===== src/rtl/regfile_sb_if.sv =====
// regfile_sb_if: bundle of the read, issue and writeback signals of the
// scoreboarded register file.
//   r_addr  : NUM_READ packed read addresses, port p at [p*ADDR_SIZE +: ADDR_SIZE]
//   r_data  : NUM_READ packed read data, port p at [p*WORD_SIZE +: WORD_SIZE]
//   r_busy  : per read port, addressed register still awaits a result
//   i_valid, i_addr        : issue, marks i_addr as pending
//   d_we, d_addr, d_data   : writeback write
//   d_pend  : qualifies d_we, the write retires a pending result
//   err     : sticky scoreboard protocol error
// master = decode/writeback side, slave = register file.
interface regfile_sb_if #(
  parameter int ADDR_SIZE = 5,
  parameter int WORD_SIZE = 32,
  parameter int NUM_READ  = 2
);
  logic [NUM_READ*ADDR_SIZE-1:0] r_addr;
  logic [NUM_READ*WORD_SIZE-1:0] r_data;
  logic [NUM_READ-1:0]           r_busy;
  logic                          i_valid;
  logic [ADDR_SIZE-1:0]          i_addr;
  logic                          d_we;
  logic [ADDR_SIZE-1:0]          d_addr;
  logic [WORD_SIZE-1:0]          d_data;
  logic                          d_pend;
  logic                          err;

  modport master (
    output r_addr, i_valid, i_addr, d_we, d_addr, d_data, d_pend,
    input  r_data, r_busy, err
  );

  modport slave (
    input  r_addr, i_valid, i_addr, d_we, d_addr, d_data, d_pend,
    output r_data, r_busy, err
  );
endinterface


===== src/rtl/regfile_sb.sv =====
// regfile_sb: multi-read-port register file with hardwired-zero register 0,
// optional write-to-read bypass and a per-register pending-write scoreboard
// so decode can stall on outstanding multi-cycle results.
// Ports:
//   clk  : clock, all state changes on the rising edge
//   rst  : synchronous active-high reset of data, scoreboard and err
//   bus  : regfile_sb_if.slave (reads, issue, writeback, err)
module regfile_sb #(
  parameter int ADDR_SIZE = 5,
  parameter int WORD_SIZE = 32,
  parameter int NUM_READ  = 2,
  parameter int BYPASS    = 1
) (
  input  logic         clk,
  input  logic         rst,
  regfile_sb_if.slave  bus
);
  localparam int NREG = 2 ** ADDR_SIZE;

  // regs[0] is never written and stays at its reset value of zero.
  logic [WORD_SIZE-1:0] regs [NREG];
  logic [NREG-1:0]      pend;
  logic                 err_q;

  logic set_v;
  logic clr_v;
  logic err_set;

  always_comb begin
    set_v   = bus.i_valid && (bus.i_addr != '0);
    clr_v   = bus.d_we && bus.d_pend && (bus.d_addr != '0);
    // Re-issue is legal only when the same register retires in this cycle;
    // retiring something that was never issued is always an error.
    err_set = (set_v && pend[bus.i_addr] && !(clr_v && (bus.d_addr == bus.i_addr)))
           || (clr_v && !pend[bus.d_addr]);
  end

  always_ff @(posedge clk) begin
    if (rst) begin
      for (int k = 0; k < NREG; k++) regs[k] <= '0;
      pend  <= '0;
      err_q <= 1'b0;
    end else begin
      if (bus.d_we && (bus.d_addr != '0)) regs[bus.d_addr] <= bus.d_data;
      if (clr_v) pend[bus.d_addr] <= 1'b0;
      // Placed after the clear so a same-register issue wins.
      if (set_v) pend[bus.i_addr] <= 1'b1;
      if (err_set) err_q <= 1'b1;
    end
  end

  for (genvar p = 0; p < NUM_READ; p++) begin : g_rd
    logic [ADDR_SIZE-1:0] ra;
    logic                 hit;

    assign ra  = bus.r_addr[p*ADDR_SIZE +: ADDR_SIZE];
    assign hit = (BYPASS != 0) && bus.d_we && (bus.d_addr == ra);

    assign bus.r_data[p*WORD_SIZE +: WORD_SIZE] =
      (ra == '0) ? '0 : (hit ? bus.d_data : regs[ra]);
    // pend[0] is never set, so address 0 never reports busy.
    assign bus.r_busy[p] = pend[ra] && !(hit && bus.d_pend);
  end

  assign bus.err = err_q;
endmodule


===== src/flat_wrapper.sv =====
// flat-port wrapper written by rule: the top's interface ports become plain ports
module regfile_sb_flat 
#(
  parameter int ADDR_SIZE = 5,
  parameter int WORD_SIZE = 32,
  parameter int NUM_READ  = 2,
  parameter int BYPASS    = 1
)
  (clk, rst, bus_r_addr, bus_i_valid, bus_i_addr, bus_d_we, bus_d_addr, bus_d_data, bus_d_pend, bus_r_data, bus_r_busy, bus_err);
  regfile_sb_if #(.ADDR_SIZE(ADDR_SIZE), .WORD_SIZE(WORD_SIZE), .NUM_READ(NUM_READ)) bus_i ();
  input  logic clk;
  input  logic rst;
  input wire logic [$bits(bus_i.r_addr)-1:0] bus_r_addr;
  input wire logic [$bits(bus_i.i_valid)-1:0] bus_i_valid;
  input wire logic [$bits(bus_i.i_addr)-1:0] bus_i_addr;
  input wire logic [$bits(bus_i.d_we)-1:0] bus_d_we;
  input wire logic [$bits(bus_i.d_addr)-1:0] bus_d_addr;
  input wire logic [$bits(bus_i.d_data)-1:0] bus_d_data;
  input wire logic [$bits(bus_i.d_pend)-1:0] bus_d_pend;
  output wire logic [$bits(bus_i.r_data)-1:0] bus_r_data;
  output wire logic [$bits(bus_i.r_busy)-1:0] bus_r_busy;
  output wire logic [$bits(bus_i.err)-1:0] bus_err;
  assign bus_i.r_addr = bus_r_addr;
  assign bus_i.i_valid = bus_i_valid;
  assign bus_i.i_addr = bus_i_addr;
  assign bus_i.d_we = bus_d_we;
  assign bus_i.d_addr = bus_d_addr;
  assign bus_i.d_data = bus_d_data;
  assign bus_i.d_pend = bus_d_pend;
  assign bus_r_data = bus_i.r_data;
  assign bus_r_busy = bus_i.r_busy;
  assign bus_err = bus_i.err;
  regfile_sb #(.ADDR_SIZE(ADDR_SIZE), .WORD_SIZE(WORD_SIZE), .NUM_READ(NUM_READ), .BYPASS(BYPASS)) u_core (.clk(clk), .rst(rst), .bus(bus_i));
endmodule

===== config.mk =====
export PLATFORM = sky130hd
export DESIGN_NAME = regfile_sb_flat
export DESIGN_NICKNAME = d
export VERILOG_FILES = /design/src/rtl/regfile_sb_if.sv /design/src/rtl/regfile_sb.sv /design/src/flat_wrapper.sv
export SDC_FILE = /design/constraint.sdc
export NUM_CORES = 2
export LEC_CHECK = 0
export BUFFER_PORTS_ARGS = -buffer_cell sky130_fd_sc_hd__buf_2
export CORE_AREA = 3 3 441 443
export CTS_CLUSTER_DIAMETER = 50
export DETAILED_ROUTE_END_ITERATION = 16
export DIE_AREA = 0 0 444 446
export RECOVER_POWER = 25
export SYNTH_ARGS = -nofsm -noshare
export SYNTH_HDL_FRONTEND = slang
export SYNTH_SLANG_ARGS = --single-unit

===== constraint.sdc =====
create_clock -name clk -period 2.9 [get_ports clk]
set_clock_uncertainty 0.2 [all_clocks]
set_input_delay 0.145 -clock clk [delete_from_list [all_inputs] [get_ports clk]]
set_output_delay 0.145 -clock clk [all_outputs]
set_load 0.005 [all_outputs]

==> impl_metrics.ini <==
[power]
p_clk_share_pct = 39.7
seqPwrFrac_pct = 46.2
finalPower_mw = 39.0
p_leak_nw = 23.4
p_switching_mw = 10.2
swShare_pct = 26.2
internal_power_mw = 28.8
power_density_nw_per_um2 = 570
comb_power_share_pct = 14.2
ir_drop_mv = 0.496

[sta]
worst_pin_slew_ns = 1.77
slew_violations = 199
timing_hold_violations_final = 2
hold_slack_ns = -0.00946
fin_tns_setup_ns = -21.34
setup_viol = 239
setup_ws_ns = -0.217
maxSlewHeadroom_pct = -17.7
fmax_mhz = 321
rsz0062_at_grt = true
post-route-period-util_pct = 107
layout_min_cycle_time_ns = 3.12

[synthesis]
postSynth.asyncResetShare_pct = 0
syn_area_per_cell_um2 = 14.3
yosys_warnings = 0
ys_ff_latch = 1057
synth_top_flop_cell = edfxtp_1
synth_area_um2 = 57200
yosysTopAreaCellShare_pct = 53.8
synth.area.top_cells = edfxtp_1 54%, mux4_2 18%, and2_1 11%
synth_edf_count = 1024
yosysSeqAreaShare_pct = 54.9
postSynthCellCount = 3993
ys_types = 59
yosysTopAreaCell = edfxtp_1

[floorplanning]
chipHeight_um = 446
ioPinCount = 124
num_rows = 160
dieArea_um2 = 198000
core_um2 = 190000
start_util_pct = 30.0
die_x_um = 444

[detailed_routing]
routed_via_density = 5.89
wl_met3_um = 24100
initialDrtViolationCount = 5743
top_layer = met5
met1Wirelength_um = 78300
vias = 40200
drt-total-wl_um = 230000
postRouteAntennaNets = 0
drc = 0
drt-wirelength-per-cell_um = 33.7
wl_met2_um = 108000
first_pass_iters = 5

[hold_path]
hold_depth = 4
worstHoldPathType = input pin to flop

[finish]
fillCellCount = 17900
area_growth_pct = 19.6
layout-drive-gt1-share_pct = 30.6
final_nets = 4275
fin_util_pct = 35.9

[worst_setup_path]
setup.worst_path.start_class = input pin
end_kind = flop
path_class = input pin to flop
cp.required_ns = 3.29
arrival_ns = 3.51
r2r_cells = 5
critPathMaxFanout = 25

[clock_tree]
clockBufferDepth = 3
htreeDepth = 3
root_buffer = clkbuf_16
path_clk_slew_ns = 0.06
cts_inserted_buffers = 111
insertion_delay_ns = 0.74
cts_num_sinks = 1057
cts_tree = built

[global_routing]
grt_overflow = 0
grt_pass1_vias = 39700
grt_usage_pct = 22.8
grt_pass1_wl_um = 318000
grt_start_max_net_pins = 99
antenna_found_initial = 21

[placed_design]
dpl.hpwl_um = 147000
place.port_buffers = 123
gp_congestion = 0.926

[job]
drv_cap = 5

[run_status]
violations = negative hold slack, max-capacitance violations, max-slew violations, negative setup slack
status = finished with violations
==> state kept, by name (all words and copies together), names as in the netlist <==
register,cells
u_core.pend,32
u_core.bus.err,1
u_core.regs,1024
==> power by group through the flow <==
stage          clock (mW)  combinational, mW  sequential [mW]
2_1_floorplan           0               2.79             18.1
5_1_grt              16.1               5.65             18.1
4_1_cts              15.5               5.43             18.0
3_3_place_gp            0               5.14             18.2
3_5_place_dp            0               5.16             18.3
6_report             15.5               5.53             18.0
==> critical path, cell delays in order <==
cell,delay (ns)
dlygate4sd3_1,0.53
clkbuf_4,0.14
nor2b_1,0.36
nand2_1,0.17
buf_12,0.20
nor2_1,1.06
buf_4,0.62
and2_1,0.21
==> per-layer routing <==
layer / vias to the layer above / global-route usage (%)
li1: 15800 / -
met5: - / 0
met1: 20700 / 27.1
met4: 8 / 16.0
met3: 781 / 4.85
met2: 3005 / 36.9
==> placed cells by master (no fill, tap or decap), types with 84 or more instances in the layout <==
cell type	synthesis	routed
a21oi_1	97	84
a22oi_1	120	92
and2_0	0	125
and2_1	996	869
buf_12	2	95
buf_2	70	112
buf_4	16	201
clkbuf_16	0	115
edfxtp_1	1024	1024
mux2i_1	186	163
mux4_2	464	465
nand2_1	107	106
==> Yosys cell counts, drive strengths merged (24+ instances only) <==
master and number:
nor2b 25, edfxtp 1024, or2 34, mux4 465
clkbuf 308, nand2 107, nand3 43, and2 996
dfxtp 33, a22oi 120, o22ai 36, nor3 33
a21oi 97, o221ai 48, a211oi 24, nor2 86
o21ai 46, buf 118, a32o 32, mux2i 186
==> logic make-up after synthesis <==
group	count (synthesis)	synth area share [%]
AO/OA/AOI/OAI	452	5.55
XOR/XNOR	14	0.214
buffers and inverters	430	3.29
AND/OR/NAND/NOR	1370	14.1
other	1	0.00656
multiplexers	669	21.9
flip-flops	1057	54.9
==> stage by stage <==
step	setup slack, ns	cell area, um^2	instances
finish	-0.217	68400	6828
global route	-0.128	68400	6824
CTS	-0.0750	68600	6822
detailed placement	-0.244	63500	6571
global placement	-0.224	63500	6571
floorplan	0.663	57300	4024
==> final timing paths <==
| check | to | from | slack (ns) |
|---|---|---|---|
| max | u_core.regs[13][20] | rst | -0.22 |
| min | u_core.pend[31] | bus_d_addr[4] | -0.009 |
| max reg2reg | u_core.bus.err | u_core.pend[7] | 0.39 |
| min reg2reg | u_core.pend[22] | u_core.pend[22] | 0.32 |
==> what timing repair did <==
| item | CTS | global route |
|---|---|---|
| resized for setup | 144 | 53 |
| pin swaps | 48 | 38 |
| hold buffers | 49 | 0 |
| endpoints found under the setup margin | 39 | 43 |
| hold endpoints to repair | 1057 | 0 |
| buffers inserted | 4 | 2 |
==> cell type report <==
cell class / instances / area [um^2] / share of cell area (%)
diodes: 6 / 15.0 / 0.0220
clock buffers: 130 / 2930 / 4.29
clock inverters: 76 / 935 / 1.37
inverters: 4 / 15.0 / 0.0220
multi-input cells: 2537 / 25200 / 36.8
flip-flops and latches: 1057 / 31400 / 45.9
well taps: 2511 / 3140 / 4.59
repair buffers: 507 / 4780 / 6.99
Power figures use the tool's default switching activity.
